File: src/rtl/mult_share_ctrl.sv
// rtl/mult_share_ctrl.sv - two-requester arbiter/sequencer for one shared multicycle multiplier
//
// Purpose: grants one of two requesters in round-robin order and latches its
// operands onto mult_a/mult_b. The operands are held for MULT_CYCLES cycles,
// mult_c is captured into result, and a done pulse goes to the granted requester.
// Ports:
//   clk, rst            - clock, synchronous active-high reset
//   req0/a0/b0          - requester 0 level request and operands
//   req1/a1/b1          - requester 1 level request and operands
//   gnt0/gnt1           - one-cycle grant pulses
//   done0/done1         - one-cycle result-valid pulses
//   result              - last captured product (low N bits)
//   busy                - controller is not idle
//   mult_a/mult_b       - registered operands to the shared multiplier
//   mult_c              - product returned by the shared multiplier
module mult_share_ctrl #(
    parameter int N           = 8,
    parameter int MULT_CYCLES = 2
) (
    input  logic         clk,
    input  logic         rst,
    input  logic         req0,
    input  logic [N-1:0] a0,
    input  logic [N-1:0] b0,
    input  logic         req1,
    input  logic [N-1:0] a1,
    input  logic [N-1:0] b1,
    output logic         gnt0,
    output logic         gnt1,
    output logic         done0,
    output logic         done1,
    output logic [N-1:0] result,
    output logic         busy,
    output logic [N-1:0] mult_a,
    output logic [N-1:0] mult_b,
    input  logic [N-1:0] mult_c
);

    localparam int CW = $clog2(MULT_CYCLES) + 1;
    localparam logic [CW-1:0] CNT_LOAD = CW'(MULT_CYCLES - 1);

    localparam logic [1:0] S_IDLE = 2'd0;
    localparam logic [1:0] S_HOLD = 2'd1;
    localparam logic [1:0] S_DONE = 2'd2;

    logic [1:0]    state_q, state_d;
    logic [CW-1:0] cnt_q, cnt_d;
    logic          last_q, last_d;
    logic          gnt0_q, gnt0_d;
    logic          gnt1_q, gnt1_d;
    logic          done0_q, done0_d;
    logic          done1_q, done1_d;
    logic [N-1:0]  result_q, result_d;
    logic [N-1:0]  mult_a_q, mult_a_d;
    logic [N-1:0]  mult_b_q, mult_b_d;
    logic          win1;

    always_comb begin
        state_d  = state_q;
        cnt_d    = cnt_q;
        last_d   = last_q;
        gnt0_d   = 1'b0;
        gnt1_d   = 1'b0;
        done0_d  = 1'b0;
        done1_d  = 1'b0;
        result_d = result_q;
        mult_a_d = mult_a_q;
        mult_b_d = mult_b_q;
        // Requester 1 wins when it is alone, or when both ask and 0 was served last.
        win1     = req1 && (!req0 || !last_q);

        case (state_q)
            S_IDLE: begin
                if (req0 || req1) begin
                    mult_a_d = win1 ? a1 : a0;
                    mult_b_d = win1 ? b1 : b0;
                    gnt0_d   = !win1;
                    gnt1_d   = win1;
                    last_d   = win1;
                    cnt_d    = CNT_LOAD;
                    state_d  = S_HOLD;
                end
            end
            S_HOLD: begin
                if (cnt_q != '0) begin
                    cnt_d = cnt_q - CW'(1);
                end else begin
                    // last_q still names the requester whose operands are in flight.
                    result_d = mult_c;
                    done0_d  = !last_q;
                    done1_d  = last_q;
                    state_d  = S_DONE;
                end
            end
            S_DONE: begin
                state_d = S_IDLE;
            end
            default: begin
                state_d = S_IDLE;
            end
        endcase
    end

    always_ff @(posedge clk) begin
        if (rst) begin
            state_q  <= S_IDLE;
            cnt_q    <= '0;
            last_q   <= 1'b1;
            gnt0_q   <= 1'b0;
            gnt1_q   <= 1'b0;
            done0_q  <= 1'b0;
            done1_q  <= 1'b0;
            result_q <= '0;
            mult_a_q <= '0;
            mult_b_q <= '0;
        end else begin
            state_q  <= state_d;
            cnt_q    <= cnt_d;
            last_q   <= last_d;
            gnt0_q   <= gnt0_d;
            gnt1_q   <= gnt1_d;
            done0_q  <= done0_d;
            done1_q  <= done1_d;
            result_q <= result_d;
            mult_a_q <= mult_a_d;
            mult_b_q <= mult_b_d;
        end
    end

    assign gnt0   = gnt0_q;
    assign gnt1   = gnt1_q;
    assign done0  = done0_q;
    assign done1  = done1_q;
    assign result = result_q;
    assign busy   = (state_q != S_IDLE);
    assign mult_a = mult_a_q;
    assign mult_b = mult_b_q;

endmodule
File: config.mk
export PLATFORM = sky130hd
export DESIGN_NAME = mult_share_ctrl
export DESIGN_NICKNAME = d
export VERILOG_FILES = /design/src/rtl/mult_share_ctrl.sv
export SDC_FILE = /design/constraint.sdc
export NUM_CORES = 1
export LEC_CHECK = 0
export CAP_MARGIN = 20
export CORE_ASPECT_RATIO = 1.2
export CORE_MARGIN = 2
export CORE_UTILIZATION = 36
export CTS_BUF_LIST = sky130_fd_sc_hd__clkbuf_4 sky130_fd_sc_hd__clkbuf_8
export DETAILED_ROUTE_END_ITERATION = 10
export PLACE_DENSITY = 0.77
export SETUP_SLACK_MARGIN = 0.1
export SYNTH_ARGS = -nofsm -noshare
export SYNTH_HDL_FRONTEND = slang
export SYNTH_SLANG_ARGS = --single-unit
File: constraint.sdc
create_clock -name clk -period 1.7 [get_ports clk]
set_clock_uncertainty 0.2 [all_clocks]
set_input_delay 0.17 -clock clk [delete_from_list [all_inputs] [get_ports clk]]
set_output_delay 0.17 -clock clk [all_outputs]
set_load 0.02 [all_outputs]
Yosys cells after proc, flatten, opt, wreduce, memory -nomap -nowiden
Index checks and enable logic that the tools add are counted.
{"block": "totals", "reg_bits": 33, "input_bits": 44, "output_inout_bits": 29, "word_cells": 42}
{"block": "op_classes", "n_addsub": 1, "n_eq_ne": 4, "muxes": 7, "n_bitwise": 4, "reduce_logical": 16}
{"cell": "two-way mux 8 bit", "count": 2}
{"cell": "case mux 2 bit (2 select lines)", "count": 2}
{"cell": "two-way mux 2 bit", "count": 3}
{"cell": "inequality test 2 bit (second input constant)", "count": 3}
{"cell": "AND reduction 2 bit", "count": 3}
{"cell": "nonzero test 2 bit", "count": 3}
{"cell": "OR reduction 3 bit", "count": 2}
{"cell": "inverter 1 bit", "count": 4}
{"cell": "logical NOT 1 bit", "count": 3}
{"cell": "AND reduction 3 bit", "count": 1}
{"cell": "equality test 2 x 1 -> 1 bit (second input constant)", "count": 1}
{"cell": "logical NOT 2 bit", "count": 1}
{"cell": "logical OR 1 bit", "count": 2}
{"cell": "subtractor 2 x 1 -> 2 bit (second input constant)", "count": 1}
{"cell": "logical AND 1 bit", "count": 1}

Logic depth before layout (Yosys ltp)
Gate-level depths: netlist of the first run.
{"block": "logic_depth", "depth_word": 4, "depth_mapped": 6, "mapped_depth_nobuf": 5}

Worst setup path before layout of the first run
Ideal clock, no wire load.
{"block": "synth_path", "path_type": "flip-flop to flip-flop", "startpoint": "register cnt_q[0]", "endpoint": "register cnt_q[1]", "setup_ps": 71, "arrival_time_ps": 1368, "t_required_ps": 1429, "slack_ps": 61, "path_stages_with_launch": 5, "path_buffers": 0, "synth_period_minus_slack_ps": 1639, "path_cell_list": "dfxtp_1 > inv_1 > ha_1 > or4b_2 > a21oi_1"}
{"block": "synth_between", "elab_chain_len": 3, "word_cells_on_any_way": 6, "classes_between": "1 x add/sub; 1 x eq/ne; 2 x mux; 2 x reduce/logical"}
{"element": "start, declared", "line_no": "47", "text": "logic [CW-1:0] cnt_q, cnt_d;"}
{"element": "start signal, assigned", "line_no": "118", "text": "cnt_q <= cnt_d;"}
{"element": "subtractor 2 x 1 -> 2 bit / nonzero test 2 bit (equally long branches)", "line_no": "86, 85"}
{"element": "two-way mux 2 bit / inequality test 2 bit (equally long branches)"}
{"element": "case mux 2 bit (2 select lines) / AND reduction 3 bit (equally long branches)"}
Several ways; a longest one is shown, not always the timed one. The select of a mux whose other input is x is not followed.
A chain may end at the register's enable or synchronous reset.

Worst setup path after layout of the first run
Same ends and word-level chain as after synthesis.

==> results.py, run 1 <==
metrics = {
    "place": {
        "gp_congestion": 0.793,
        "dpl_worst_slack_ns": -0.0921,
        "port_buffers": 72,
        "dp_hpwl_um": 2910,
    },
    "synthesis": {
        "synth_flop_cell": "dfxtp_1",
        "syn-instance-count": 139,
        "synth_nets": 185,
        "async_reset_ff_share_pct": 0,
        "netlist_area_um2": 1400,
        "ys_seq_area_share_pct": 47.3,
        "synth_edf_count": 0,
        "syn_avg_cell_area_um2": 10.0,
        "synthDistinctLibCells": 27,
        "synth_most_common_cell": "dfxtp_1",
        "yosys.area.top_type": "dfxtp_1",
        "yosysWarnings": 0,
        "synth_seq_cells": 33,
        "ys_top_cells_by_area": "dfxtp_1 47%, a221o_1 11%, nand2b_1 7.6%",
        "synthTopCellsByCount": "33 x dfxtp_1, 17 x a21oi_1, 17 x nand2b_1",
        "synth.top_cell.area_share_pct": 47.3,
    },
    "critical_path": {
        "cp_data_required_time_ns": 1.72,
        "critical_path.max_fanout": 3,
        "path_delay_family": "simple AND/OR/NAND/NOR gates",
        "cpPeakStageDelay_ns": 0.48,
        "path_buf_inv": 1,
        "reg2reg_depth": 4,
        "crit_slowest_cell": "or4b_4",
        "cp.depth": 4,
        "rr_endpoint": "cnt_q[1]",
        "worst_setup_path_end_kind": "flop",
        "worst_setup_path_start_kind": "flop",
        "endpoint": "cnt_q[1]",
        "crit_path_cell_trace": "inv_2, ha_1, or4b_4, a21oi_2",
        "r2r_setup_slack_ns": 0.13,
        "reg2reg_from": "cnt_q[0]",
        "worstSetupPathType": "reg2reg",
        "critPathArrivalTime_ns": 1.58,
        "cp-startpoint": "cnt_q[0]",
    },
    "clock_tree": {
        "cts_tree": "done",
        "clkSinkCount": 33,
        "clkLatencyLatePin_ns": 0.28,
        "cts_buffers": 5,
        "holdBufCountCts": 0,
        "clkSlewWorstSetupHoldPaths_ns": 0.07,
        "root_buffer": "clkbuf_8",
        "clockBufferDepth": 2,
        "postCtsSetupRepairBufs": 0,
        "h-tree-depth": 2,
    },
    "floorplanning": {
        "row_count": 24,
        "core-area_um2": 3660,
        "die_y_um": 72.2,
        "io_pins": 73,
        "initial_utilization_pct": 38.1,
        "die_area_um2": 4400,
        "fp.dieW_um": 60.9,
    },
    "timing": {
        "relSlewSlack_pct": 77.7,
        "fin_crit_ns": 1.57,
        "fmax_mhz": 639,
        "slew_viol_final": 0,
        "setup_ws_ns": 0.135,
        "finalHoldViolCount": 0,
        "setup_violations": 0,
        "rsz0062_at_grt": "no",
        "tightest_slew_ns": 0.332,
        "fin_crit_sh_pct": 92.1,
    },
    "finish": {
        "fin_nets": 262,
        "diodes": 0,
        "syn_to_final_growth_pct": 61.7,
        "drive_above_1_share_pct": 12.4,
        "postLayoutCoreUtil_pct": 61.6,
    },
    "detailed_routing": {
        "drt-pass1-iter-count": 4,
        "vias_per_cell": 5.08,
        "wl_um": 3900,
        "vias": 1366,
        "drtIter0Drc": 73,
        "drc": 0,
        "postRouteAntennaNets": 0,
        "wl_per_cell_um": 14.5,
    },
    "global_routing": {
        "grt_pass1_wl_um": 6130,
        "grt_max_degree": 18,
        "grt_overflow": 0,
        "grt_pass1_vias": 1401,
        "track_usage_pct": 18.8,
        "antenna_found_initial": 0,
    },
    "power": {
        "ir_drop_uv": 581,
        "power_mw": 2.06,
        "leakagePower_nw": 1.08,
        "power_density_nw_per_um2": 911,
    },
    "worst_hold_path": {
        "hold_path_class": "in2reg",
    },
    "outcome": {
        "status": "completed",
    },
    "flow_run": {
        "maxCapViolCount": 0,
    },
}
[sequential cells by signal, indices dropped and copies added (netlist names)]
| signal | count |
|---|---|
| done1 | 1 |
| mult_a | 8 |
| gnt0 | 1 |
| last_q | 1 |
| result | 8 |
| cnt_q | 2 |
| gnt1 | 1 |
| done0 | 1 |
| mult_b | 8 |
| state_q | 2 |
[repair_timing]
item                                    in CTS  in global routing
endpoints found under the setup margin      23                  6
hold endpoints to repair                     0                  0
gates resized for setup                     23                  6
pin swaps                                    0                  1
cloned                                       0                  0
[per-stage QoR]
stage	cells	setup TNS, ns	cell area, um2	hold WS (ns)
2_1_floorplan	139	0	1400	0.108
3_3_place_gp	261	-0.477	2180	0.256
3_5_place_dp	261	-1.16	2180	0.287
4_1_cts	269	0	2240	0.286
5_1_grt	269	0	2260	0.277
6_report	269	0	2260	0.293
[report_power, final]
| group | switching (mW) | internal (mW) | total [mW] |
|---|---|---|---|
| logic | 0.282 | 0.298 | 0.580 |
| clock network | 0.289 | 0.282 | 0.571 |
| registers | 0.0482 | 0.858 | 0.906 |
[cells in the final DEF (no fill, tap or decap), types with 2 or more instances in the layout]
master           Yosys  routed
clkdlybuf4s50_1      0      44
nand2_1              3       3
dfxtp_1             33      32
inv_1                3       2
nor3_1               3       3
clkbuf_8             0       5
a211oi_1             2       2
or2_2                2       2
buf_4                3      10
and3_1               2       2
dlygate4sd2_1        0      23
mux2i_1              8       8
nor2_1               9       9
a21oi_1             17      16
clkinv_2             0       2
ha_1                 2       2
a221o_1             16      16
nand2b_1            17      17
dlymetal6s2s_1       0       5
[worst min-delay path by stage]
stage | startpoint | to | slack, ns | cells after the start
final | a1[2] | mult_a[2] | 0.29 | 2
after global placement | cnt_q[1] | cnt_q[1] | 0.26 | 2
after floorplan | a0[0] | mult_a[0] | 0.11 | 1
after detailed placement | cnt_q[1] | cnt_q[1] | 0.29 | 2
after global routing | a1[2] | mult_a[2] | 0.28 | 2
after CTS | a0[2] | mult_a[2] | 0.29 | 2
[worst reg2reg max path: stages, from the launching register on]
cell     delay [ns]
dfxtp_2        0.35
inv_2          0.05
ha_1           0.29
or4b_4         0.48
a21oi_2        0.13
[cell families after synthesis]
family                     count (synthesis)  share of synthesized area, %
AOI/OAI and AO/OA                         37                          19.8
adders and majority gates                  2                          1.79
buffers and inverters                     16                          7.79
DFF                                       33                          47.3
muxes                                      8                          5.73
and+or+nand+nor                           43                          17.6
[cell type report]
class | instances | area [um2]
fill | 331 | 1410
sequential | 33 | 662
clock buffer | 5 | 68.8
tap | 52 | 65.1
inverter | 3 | 11.3
multi-input combinational | 90 | 634
clock inverter | 3 | 17.5
timing repair buffer | 83 | 800
[layer usage]
layer / up-vias / routed length (um) / track usage, %
met5: - / 0 / 0
met4: 0 / 97 / 8.21
met3: 10 / 407 / 9.09
met2: 67 / 1870 / 32.3
met1: 633 / 1520 / 18.7
li1: 656 / - / -
(Power assumes the default switching activity.)
==> run 2: changes to the inputs <==
--- a/config.mk
+++ b/config.mk
@@ -11,8 +11,10 @@
 export CORE_UTILIZATION = 36
 export CTS_BUF_LIST = sky130_fd_sc_hd__clkbuf_4 sky130_fd_sc_hd__clkbuf_8
 export DETAILED_ROUTE_END_ITERATION = 10
+export GPL_TIMING_DRIVEN = 0
 export PLACE_DENSITY = 0.77
 export SETUP_SLACK_MARGIN = 0.1
+export SLEW_MARGIN = 5
 export SYNTH_ARGS = -nofsm -noshare
 export SYNTH_HDL_FRONTEND = slang
 export SYNTH_SLANG_ARGS = --single-unit
==> run 2 against run 1 <==
Via count increased by 2.6%. Global-route usage decreased by 2.2 points. Sequential share of layout area decreased by 2.2 points. Total power increased by 4.2%. Die area unchanged. Critical path type unchanged. Critical endpoint is now mult_b[2].
==> results.py, run 2 (synthesized netlist as in run 1, its figures left out) <==
metrics = {
    "outcome": {
        "status": "completed",
    },
    "global_routing": {
        "grt_pass1_wl_um": 5560,
        "grt_max_degree": 12,
        "track_usage_pct": 16.6,
        "antenna_found_initial": 0,
        "grt_pass1_vias": 1275,
        "grt_overflow": 0,
    },
    "clock_tree": {
        "clkSinkCount": 33,
        "h-tree-depth": 2,
        "cts_tree": "done",
        "clkSlewWorstSetupHoldPaths_ns": 0.07,
        "clockBufferDepth": 2,
        "cts_buffers": 5,
        "root_buffer": "clkbuf_8",
        "clkLatencyLatePin_ns": 0.28,
        "holdBufCountCts": 0,
    },
    "finish": {
        "final_common_cell": "clkdlybuf4s50_1",
        "final_cell_mix": "41 x clkdlybuf4s50_1, 29 x dfxtp_1, 19 x dlymetal6s2s_1",
        "fillers": 287,
        "fin_nets": 274,
        "diodes": 0,
        "final_area_um2": 2470,
        "postLayoutCoreUtil_pct": 67.4,
        "syn_to_final_growth_pct": 76.8,
        "drive_above_1_share_pct": 19.2,
    },
    "timing": {
        "setup_violations": 0,
        "fin_crit_sh_pct": 92.1,
        "tightest_slew_ns": 0.326,
        "fmax_mhz": 639,
        "finalHoldViolCount": 0,
        "setup_ws_ns": 0.134,
        "rsz0062_at_grt": "yes",
        "relSlewSlack_pct": 78.3,
        "slew_viol_final": 0,
        "fin_crit_ns": 1.57,
    },
    "detailed_routing": {
        "wl_per_cell_um": 13.6,
        "drc": 0,
        "drtIter0Drc": 86,
        "postRouteAntennaNets": 0,
        "vias_per_cell": 4.99,
        "wl_um": 3830,
        "vias": 1401,
        "drt-pass1-iter-count": 4,
    },
    "critical_path": {
        "endpoint": "mult_b[2]",
        "worstSetupPathType": "reg2reg",
        "r2r_setup_slack_ns": 0.13,
        "reg2reg_from": "state_q[0]",
        "worst_setup_path_end_kind": "flop",
        "critical_path.max_fanout": 4,
        "critPathArrivalTime_ns": 1.53,
        "worst_setup_path_start_kind": "flop",
        "cp-startpoint": "state_q[0]",
        "cp_data_required_time_ns": 1.67,
        "reg2reg_depth": 6,
        "rr_endpoint": "mult_b[2]",
    },
    "floorplanning": {
        "initial_utilization_pct": 38.1,
        "die_area_um2": 4400,
        "fp.dieW_um": 60.9,
        "io_pins": 73,
        "die_y_um": 72.2,
        "core-area_um2": 3660,
        "row_count": 24,
    },
    "power": {
        "leakagePower_nw": 1.32,
        "power_density_nw_per_um2": 869,
        "power_mw": 2.14,
        "ir_drop_uv": 473,
    },
    "worst_hold_path": {
        "hold_depth": 3,
        "hold_path_class": "in2reg",
    },
    "place": {
        "port_buffers": 72,
        "gp_congestion": 0.726,
        "place_area_um2": 2190,
        "dpl_worst_slack_ns": -0.272,
        "dp_hpwl_um": 2620,
    },
    "flow_run": {
        "maxCapViolCount": 0,
    },
}
## run 2: metal layers
| metal | global-route usage [%] | wire [um] | up-vias |
|---|---|---|---|
| li1 | - | - | 683 |
| met1 | 18.6 | 1550 | 636 |
| met2 | 27.4 | 1740 | 73 |
| met3 | 6.95 | 438 | 9 |
| met4 | 6.52 | 90 | 0 |
| met5 | 0 | 0 | - |
## run 2: per-stage QoR
stage	hold WS [ns]	TNS [ns]	std cells
finish	0.139	0	281
CTS	0.273	0	275
global route	0.207	0	281
global placement	0.265	-5.13	263
floorplan	0.108	0	139
detailed placement	0.262	-5.68	263
## run 2: how the worst min path moves through the flow
stage	startpoint	endpoint	slack [ns]
4_1_cts	cnt_q[1]	cnt_q[1]	0.27
6_report	req1	state_q[0]	0.14
5_1_grt	req1	state_q[0]	0.21
3_3_place_gp	cnt_q[1]	cnt_q[1]	0.26
3_5_place_dp	cnt_q[1]	cnt_q[1]	0.26
2_1_floorplan	a0[0]	mult_a[0]	0.11
## run 2: worst max-delay path, stage by stage (launching register included)
cell	delay (ns)
dfxtp_2	0.32
buf_6	0.11
nor3_4	0.04
and3_4	0.18
buf_6	0.13
buf_4	0.14
a221o_1	0.33
## run 2: timing repair
action	CTS	global route
pin swaps	1	6
gates resized for setup	19	32
cloned	0	1
setup endpoints to repair	32	36
setup buffers	4	5
## run 2: layout make-up
type / count / area (um2) / area share, %
plain buffers: 13 / 120 / 4.87
flip-flops and latches: 33 / 668 / 27.1
clock buffers: 5 / 68.8 / 2.79
multi-input cells: 90 / 657 / 26.6
inverters: 3 / 11.3 / 0.456
well taps: 52 / 65.1 / 2.64
repair buffers: 82 / 861 / 34.9
clock inverters: 3 / 17.5 / 0.710
## run 2: where the power goes
group	internal, mW	switching, mW
Combinational	0.370	0.303
Clock	0.282	0.288
Sequential	0.859	0.0420
